**config.mk**
```make
export PLATFORM = sky130hd
export DESIGN_NAME = seg7_scan_ctrl
export DESIGN_NICKNAME = d
export VERILOG_FILES = /design/src/rtl/seg7_scan_ctrl_pkg.sv /design/src/rtl/seg7_scan_ctrl_slot.sv /design/src/rtl/seg7_scan_ctrl.sv
export SDC_FILE = /design/constraint.sdc
export NUM_CORES = 1
export LEC_CHECK = 0
export CORE_MARGIN = 1
export CORE_UTILIZATION = 40
export DETAILED_ROUTE_END_ITERATION = 8
export GPL_TIMING_DRIVEN = 0
export SYNTH_ARGS = -nofsm -noshare
export SYNTH_HDL_FRONTEND = slang
export SYNTH_SLANG_ARGS = --single-unit
```
**constraint.sdc**
```tcl
create_clock -name clk -period 2.6 [get_ports clk]
set_input_delay 0.26 -clock clk [delete_from_list [all_inputs] [get_ports clk]]
set_output_delay 0.26 -clock clk [all_outputs]
set_load 0.03 [all_outputs]
```
**src/rtl/seg7_scan_ctrl_pkg.sv**
```systemverilog
// Shared definitions for the multiplexed 7-segment display blocks:
// scan FSM states, the all-off segment pattern and decimal glyphs.
package seg7_scan_ctrl_pkg;

  typedef enum logic [1:0] {
    ST_IDLE  = 2'd0,
    ST_BLANK = 2'd1,
    ST_DRIVE = 2'd2
  } scan_state_e;

  // Pin-level pattern with every segment dark (pins are active-low).
  localparam logic [7:0] SEG_OFF = 8'hFF;

  // Glyph patterns use bit=1 for a lit segment (bit0=a ... bit6=g, bit7=dp).
  localparam logic [7:0] GLYPH_0 = 8'h3F;
  localparam logic [7:0] GLYPH_1 = 8'h06;
  localparam logic [7:0] GLYPH_2 = 8'h5B;
  localparam logic [7:0] GLYPH_3 = 8'h4F;
  localparam logic [7:0] GLYPH_4 = 8'h66;
  localparam logic [7:0] GLYPH_5 = 8'h6D;
  localparam logic [7:0] GLYPH_6 = 8'h7D;
  localparam logic [7:0] GLYPH_7 = 8'h07;
  localparam logic [7:0] GLYPH_8 = 8'h7F;
  localparam logic [7:0] GLYPH_9 = 8'h6F;

  function automatic logic [7:0] seg7_glyph(input logic [3:0] digit);
    case (digit)
      4'd0:    return GLYPH_0;
      4'd1:    return GLYPH_1;
      4'd2:    return GLYPH_2;
      4'd3:    return GLYPH_3;
      4'd4:    return GLYPH_4;
      4'd5:    return GLYPH_5;
      4'd6:    return GLYPH_6;
      4'd7:    return GLYPH_7;
      4'd8:    return GLYPH_8;
      4'd9:    return GLYPH_9;
      default: return 8'h00;
    endcase
  endfunction

endpackage

```
**src/rtl/seg7_scan_ctrl_slot.sv**
```systemverilog
// Digit-slot timer: counts TICK_DIV cycles per slot, flags the last
// blanking cycle and the last slot cycle. clear holds the count at zero.
module seg7_slot_timer #(
  parameter int TICK_DIV  = 50000,
  parameter int BLANK_CYC = 64
) (
  input  logic clk,
  input  logic rst,
  input  logic clear,
  output logic tick,
  output logic blank_end
);

  localparam int CW = (TICK_DIV > 1) ? $clog2(TICK_DIV) : 1;
  localparam logic [CW-1:0] TICK_LAST  = CW'(TICK_DIV - 1);
  localparam logic [CW-1:0] BLANK_LAST = CW'(BLANK_CYC - 1);

  logic [CW-1:0] cnt;

  // NOTE: registers use non-blocking (<=) so every flop samples pre-edge
  // values regardless of the order blocks are evaluated in.
  always_ff @(posedge clk or negedge rst) begin
    if (!rst) begin
      cnt <= '0;
    end else if (clear || tick) begin
      cnt <= '0;
    end else begin
      cnt <= cnt + CW'(1);
    end
  end

  assign tick      = (cnt == TICK_LAST);
  assign blank_end = (cnt == BLANK_LAST);

endmodule

```
**src/rtl/seg7_scan_ctrl.sv**
```systemverilog
// Scan scheduler for an N-digit multiplexed 7-segment display: blanking
// gap per slot, 4-bit PWM brightness, double-buffered frame write port.
module seg7_scan_ctrl
  import seg7_scan_ctrl_pkg::*;
#(
  parameter int DIGITS    = 4,
  parameter int TICK_DIV  = 50000,
  parameter int BLANK_CYC = 64
) (
  input  logic                  clk,
  input  logic                  rst,
  input  logic                  enable,
  input  logic [3:0]            bright,
  input  logic                  wr_valid,
  input  logic [DIGITS*8-1:0]   wr_data,
  output logic                  wr_ready,
  output logic                  frame_done,
  output logic [7:0]            seg_dat,
  output logic [DIGITS-1:0]     sel
);

  localparam int IW = $clog2(DIGITS);
  localparam logic [IW-1:0] IDX_LAST = IW'(DIGITS - 1);

  scan_state_e           state, state_next;
  logic [IW-1:0]         idx;
  logic [3:0]            pwm_cnt;
  logic [DIGITS*8-1:0]   active, pending;
  logic                  pend_full;
  logic                  tick, blank_end, timer_clear;
  logic                  boundary, accept;
  logic [7:0]            active_digit;

  assign timer_clear = (state == ST_IDLE) || !enable;

  seg7_slot_timer #(
    .TICK_DIV  (TICK_DIV),
    .BLANK_CYC (BLANK_CYC)
  ) u_slot_timer (
    .clk       (clk),
    .rst       (rst),
    .clear     (timer_clear),
    .tick      (tick),
    .blank_end (blank_end)
  );

  // NOTE: next state gets its default before the case so no path leaves it
  // unassigned; otherwise always_comb would imply a latch.
  always_comb begin
    state_next = state;
    if (!enable) begin
      state_next = ST_IDLE;
    end else begin
      case (state)
        ST_IDLE:  state_next = ST_BLANK;
        ST_BLANK: if (blank_end) state_next = ST_DRIVE;
        ST_DRIVE: if (tick)      state_next = ST_BLANK;
        default:  state_next = ST_IDLE;
      endcase
    end
  end

  // A frame starts on leaving IDLE or when the last digit's slot wraps.
  assign boundary = enable &&
                    ((state == ST_IDLE) || (state == ST_DRIVE && tick && idx == IDX_LAST));
  assign accept   = wr_valid && !pend_full;
  assign wr_ready = ~pend_full;

  always_ff @(posedge clk or negedge rst) begin
    if (!rst) begin
      state   <= ST_IDLE;
      idx     <= '0;
      pwm_cnt <= '0;
    end else begin
      state <= state_next;
      if (!enable || state == ST_IDLE) begin
        idx <= '0;
      end else if (state == ST_DRIVE && tick) begin
        idx <= (idx == IDX_LAST) ? '0 : idx + IW'(1);
      end
      pwm_cnt <= (state == ST_DRIVE) ? pwm_cnt + 4'd1 : 4'd0;
    end
  end

  // NOTE: the frame buffers are plain registers and take reset, so a
  // display enabled after reset shows a known blank frame, never stale data.
  always_ff @(posedge clk or negedge rst) begin
    if (!rst) begin
      active     <= '0;
      pending    <= '0;
      pend_full  <= 1'b0;
      frame_done <= 1'b0;
    end else begin
      frame_done <= boundary;
      if (boundary && pend_full) begin
        active    <= pending;
        pend_full <= 1'b0;
      end
      // accept implies pend_full was clear, so it never collides with the copy.
      if (accept) begin
        pending   <= wr_data;
        pend_full <= 1'b1;
      end
    end
  end

  assign active_digit = active[8*idx +: 8];

  always_ff @(posedge clk or negedge rst) begin
    if (!rst) begin
      seg_dat <= SEG_OFF;
      sel     <= '1;
    end else if (state == ST_DRIVE) begin
      sel     <= ~(DIGITS'(1) << idx);
      seg_dat <= (pwm_cnt <= bright) ? ~active_digit : SEG_OFF;
    end else begin
      seg_dat <= SEG_OFF;
      sel     <= '1;
    end
  end

endmodule

```
==> metrics.md <==
| Metric | Value |
|---|---|
| Outcome | finished, violations left |
| Failing checks | negative hold slack |
| Layout cells sized above 1 | 0.2941 |
| DRC viols | 0 |
| Boundary pin count | 54 |
| CP max FO | 10 |
| Top FF cell, synth | dfrtp_1 |
| Die Span Y | roughly 110 um |
| Final WL | about 8.4 mm |
| Antenna violations before repair | 0 |
| Syn Nets | approximately 370 |
| Tmin final | roughly 2300 ps |
| Worst EP arrival | between 2000 and 3000 ps |
| Max Root-Sink Buffers | 2 |
| Leak Pwr | between 2 and 2.5 nW |
| Setup violations, final | 0 |
| Required time of the critical path | around 2800 ps |
| FP Rows | 38 |
| Async SR Flop Fraction | 1.000 |
| Mapped Cells | between 300 and 400 |
| Min-Delay Path Class | input pin to async pin |
| Worst Tran Pin Value | approximately 890 ps |
| Cts hold-fix bufs | 0 |
| Worst Setup End Kind | flip-flop |
| Clock Sinks | 102 |
| Largest net degree at the start of global routing | about 60 |
| Skew-Pair Late Insertion Delay | 340 ps |
| Die ar. | roughly 0.012 mm2 |
| Critical path, cell by cell | or4_4 -> nor4_4 -> a2bb2oi_4 -> buf_6 -> mux2_4 |
| DR vias/cell | between 4 and 5 |
| I/O Buffers | 53 |
| Synth warn | 0 |
| Final ANT Viol Nets | 0 |
| Synth Register Bits | a little over 100 |
| Total number of vias | ~2700 |
| Count leader, synth | dfrtp_1 |
| Antenna cells | 0 |
| H-tree levels | 3 |
| Top cells by count, synth | 90 x dfrtp_1, 35 x mux2_2, 29 x mux2_4, 21 x nor2_1, 15 x nand3_1 |
| Fin util | 0.5108 |
| Yosys top cell by area | dfrtp_1 |
| Max VDD drop | roughly 0.36 mV |
| Hold slack final | -36.49 ps |
| Avg WL per Cell | 15.79 um |
| Post-CTS setup buffers | 0 |
| Final Hold Fails | 14 |
| Area grow syn2layout | 23.08% |
| Register area share after synthesis | 0.5658 |
| Max incr delay on CP | 580 ps |
| Root Buffer | clkbuf_16 |
| Number of flops mapped to enable cells by yosys | 0 |
| Max Slew Vio Count | 0 |
| Slew Limit Headroom | 0.4032 |
| Synth Area per Inst | 14.14 um2 |
| Core region area | 0.01094 mm2 |
| TritonCTS clock tree | built |
| Max-cap violations | 0 |
| Gr usage total | 0.1626 |
| WS Path Type | flip-flop to flip-flop |
| Synth area leaders | dfrtp_1 50%, mux2_4 9.6%, mux2_2 8.7%, dfstp_2 6.9%, mux4_2 4.0% |
| Synth top area share | 0.4963 |
| RD Place Congestion | 0.7810 |
| FMAX | between 0.4 and 0.5 GHz |
| Slowest CP cell | or4_4 |
| First-pass GRT wire length | 13.98 mm |
| Clock skew | between 5 and 6 ps |
| RSZ-0062 raised after global routing | no |
| Vias in the first global route | roughly 2800 |
| CTS Buf Count | 9 |
| Synth cell types | 46 |
| NumNets Final | 436 |
| HPWL after DPL | roughly 5.9 mm |
| Initial DRT Pass Iterations | 4 |
| Grt ovf | 0 |
| Synthesized area | 0.004538 mm2 |
| Total power | approximately 4.4 mW |
| Final period util | 0.8714 |
| Die Wd | 108.5 um |
| Drt initial violations | 123 |
| Initial cell density of the core | 0.4150 |
| Clk pin slew, worst setup/hold paths | ~70 ps |
| Crit path launch type | flip-flop |
| Power Density | 794.9 mW/mm2 |
| Post-CTS sizing | 0 |
[logic make-up (layout without fill, tap and decap cells)]
family,after synthesis,count (layout),share of synthesized area
xor gates and xnor gates,14,14,0.02702
adders and majority gates,10,10,0.02757
buffers and inverters,22,92,0.02509
muxes,72,72,0.2225
AOI/OAI and AO/OA,20,20,0.03502
DFF,102,102,0.5658
and+or+nand+nor,81,81,0.09705
[registers in the layout (all words and copies together), names as in the netlist]
| register | count |
|---|---|
| u_slot_timer.cnt | 16 |
| pwm_cnt | 4 |
| idx | 2 |
| seg_dat | 8 |
| sel | 4 |
| frame_done | 1 |
| pend_full | 1 |
| active | 32 |
| state | 2 |
| pending | 32 |
[cell type report]
type / count / area [um2]
buffer: 12 / 76.32
clock buffer: 10 / 239.0
clock inverter: 6 / 85.08
fill: 971 / 5350
inverter: 10 / 37.54
multi-input combinational: 197 / 1857
sequential: 102 / 2567
tap: 140 / 175.2
timing repair buffer: 54 / 548.0
[through the flow]
| step | worst slack (ps) | cells | hold slack [ps] | cell area [um2] | TNS [ps] |
|---|---|---|---|---|---|
| 6_report | 334.5 | 531 | -36.49 | 5585 | 0 |
| 5_1_grt | 185.9 | 531 | 48.90 | 5585 | 0 |
| 4_1_cts | 324.7 | 531 | 14.25 | 5585 | 0 |
| 3_5_place_dp | 252.6 | 515 | 381.4 | 5261 | 0 |
| 3_3_place_gp | -2547 | 514 | 464.1 | 5244 | -244500 |
| 2_1_floorplan | 566.8 | 321 | -35.59 | 4538 | 0 |
[layout by cell type, fill, tap and decap left out, types with 4 or more instances in the layout]
| cell type | Yosys | final |
|---|---|---|
| dfrtp_1 | 90 | 90 |
| mux2_2 | 35 | 35 |
| nor2_1 | 21 | 21 |
| clkdlybuf4s50_1 | 0 | 52 |
| xnor2_1 | 7 | 7 |
| ha_1 | 10 | 10 |
| mux4_2 | 8 | 8 |
| a21oi_1 | 6 | 6 |
| inv_1 | 10 | 10 |
| dfstp_2 | 12 | 12 |
| buf_6 | 4 | 4 |
| xor2_1 | 7 | 7 |
| mux2_4 | 29 | 29 |
| clkbuf_16 | 0 | 9 |
| nand4_1 | 8 | 8 |
| nand2_1 | 10 | 10 |
| buf_1 | 4 | 4 |
| nand3_1 | 15 | 15 |
[power breakdown]
group	internal (mW)	leakage, nW	switching [mW]
Combinational	0.587	0.999	0.207
Clock	0.866	0.154	0.570
Sequential	1.99	1.23	0.220
[critical path, delay by kind of cell, from the launching register on]
family / cells / cell delay [ps]
multiplexers: 1 / 310
flip-flops: 1 / 410
buffers and inverters: 1 / 220
AO/OA/AOI/OAI: 1 / 190
AND/OR/NAND/NOR: 2 / 1030
[path summary, 6_finish.rpt]
kind / startpoint / endpoint / slack, ps / cells after the start
max in group asynchronous: rst / seg_dat[0] / 1880 / 2
hold reg to reg: u_slot_timer.cnt[0] / u_slot_timer.cnt[0] / 480 / 1
hold / removal: rst / pending[21] / -40 / 1
min in group clk: u_slot_timer.cnt[0] / u_slot_timer.cnt[0] / 480 / 1
setup / recovery: u_slot_timer.cnt[10] / active[5] / 330 / 5
setup reg to reg: u_slot_timer.cnt[10] / active[5] / 330 / 5
[per-layer routing]
| layer | track usage | vias up | share of wire |
|---|---|---|---|
| met2 | 0.2608 | 44 | 0.48 |
| met1 | 0.2176 | 1323 | 0.47 |
| met3 | 0.03315 | 7 | 0.032 |
| met5 | 0 | - | 0 |
| met4 | 0.06081 | 0 | 0.017 |
| li1 | - | 1276 | - |
(Power assumes the default switching activity.)
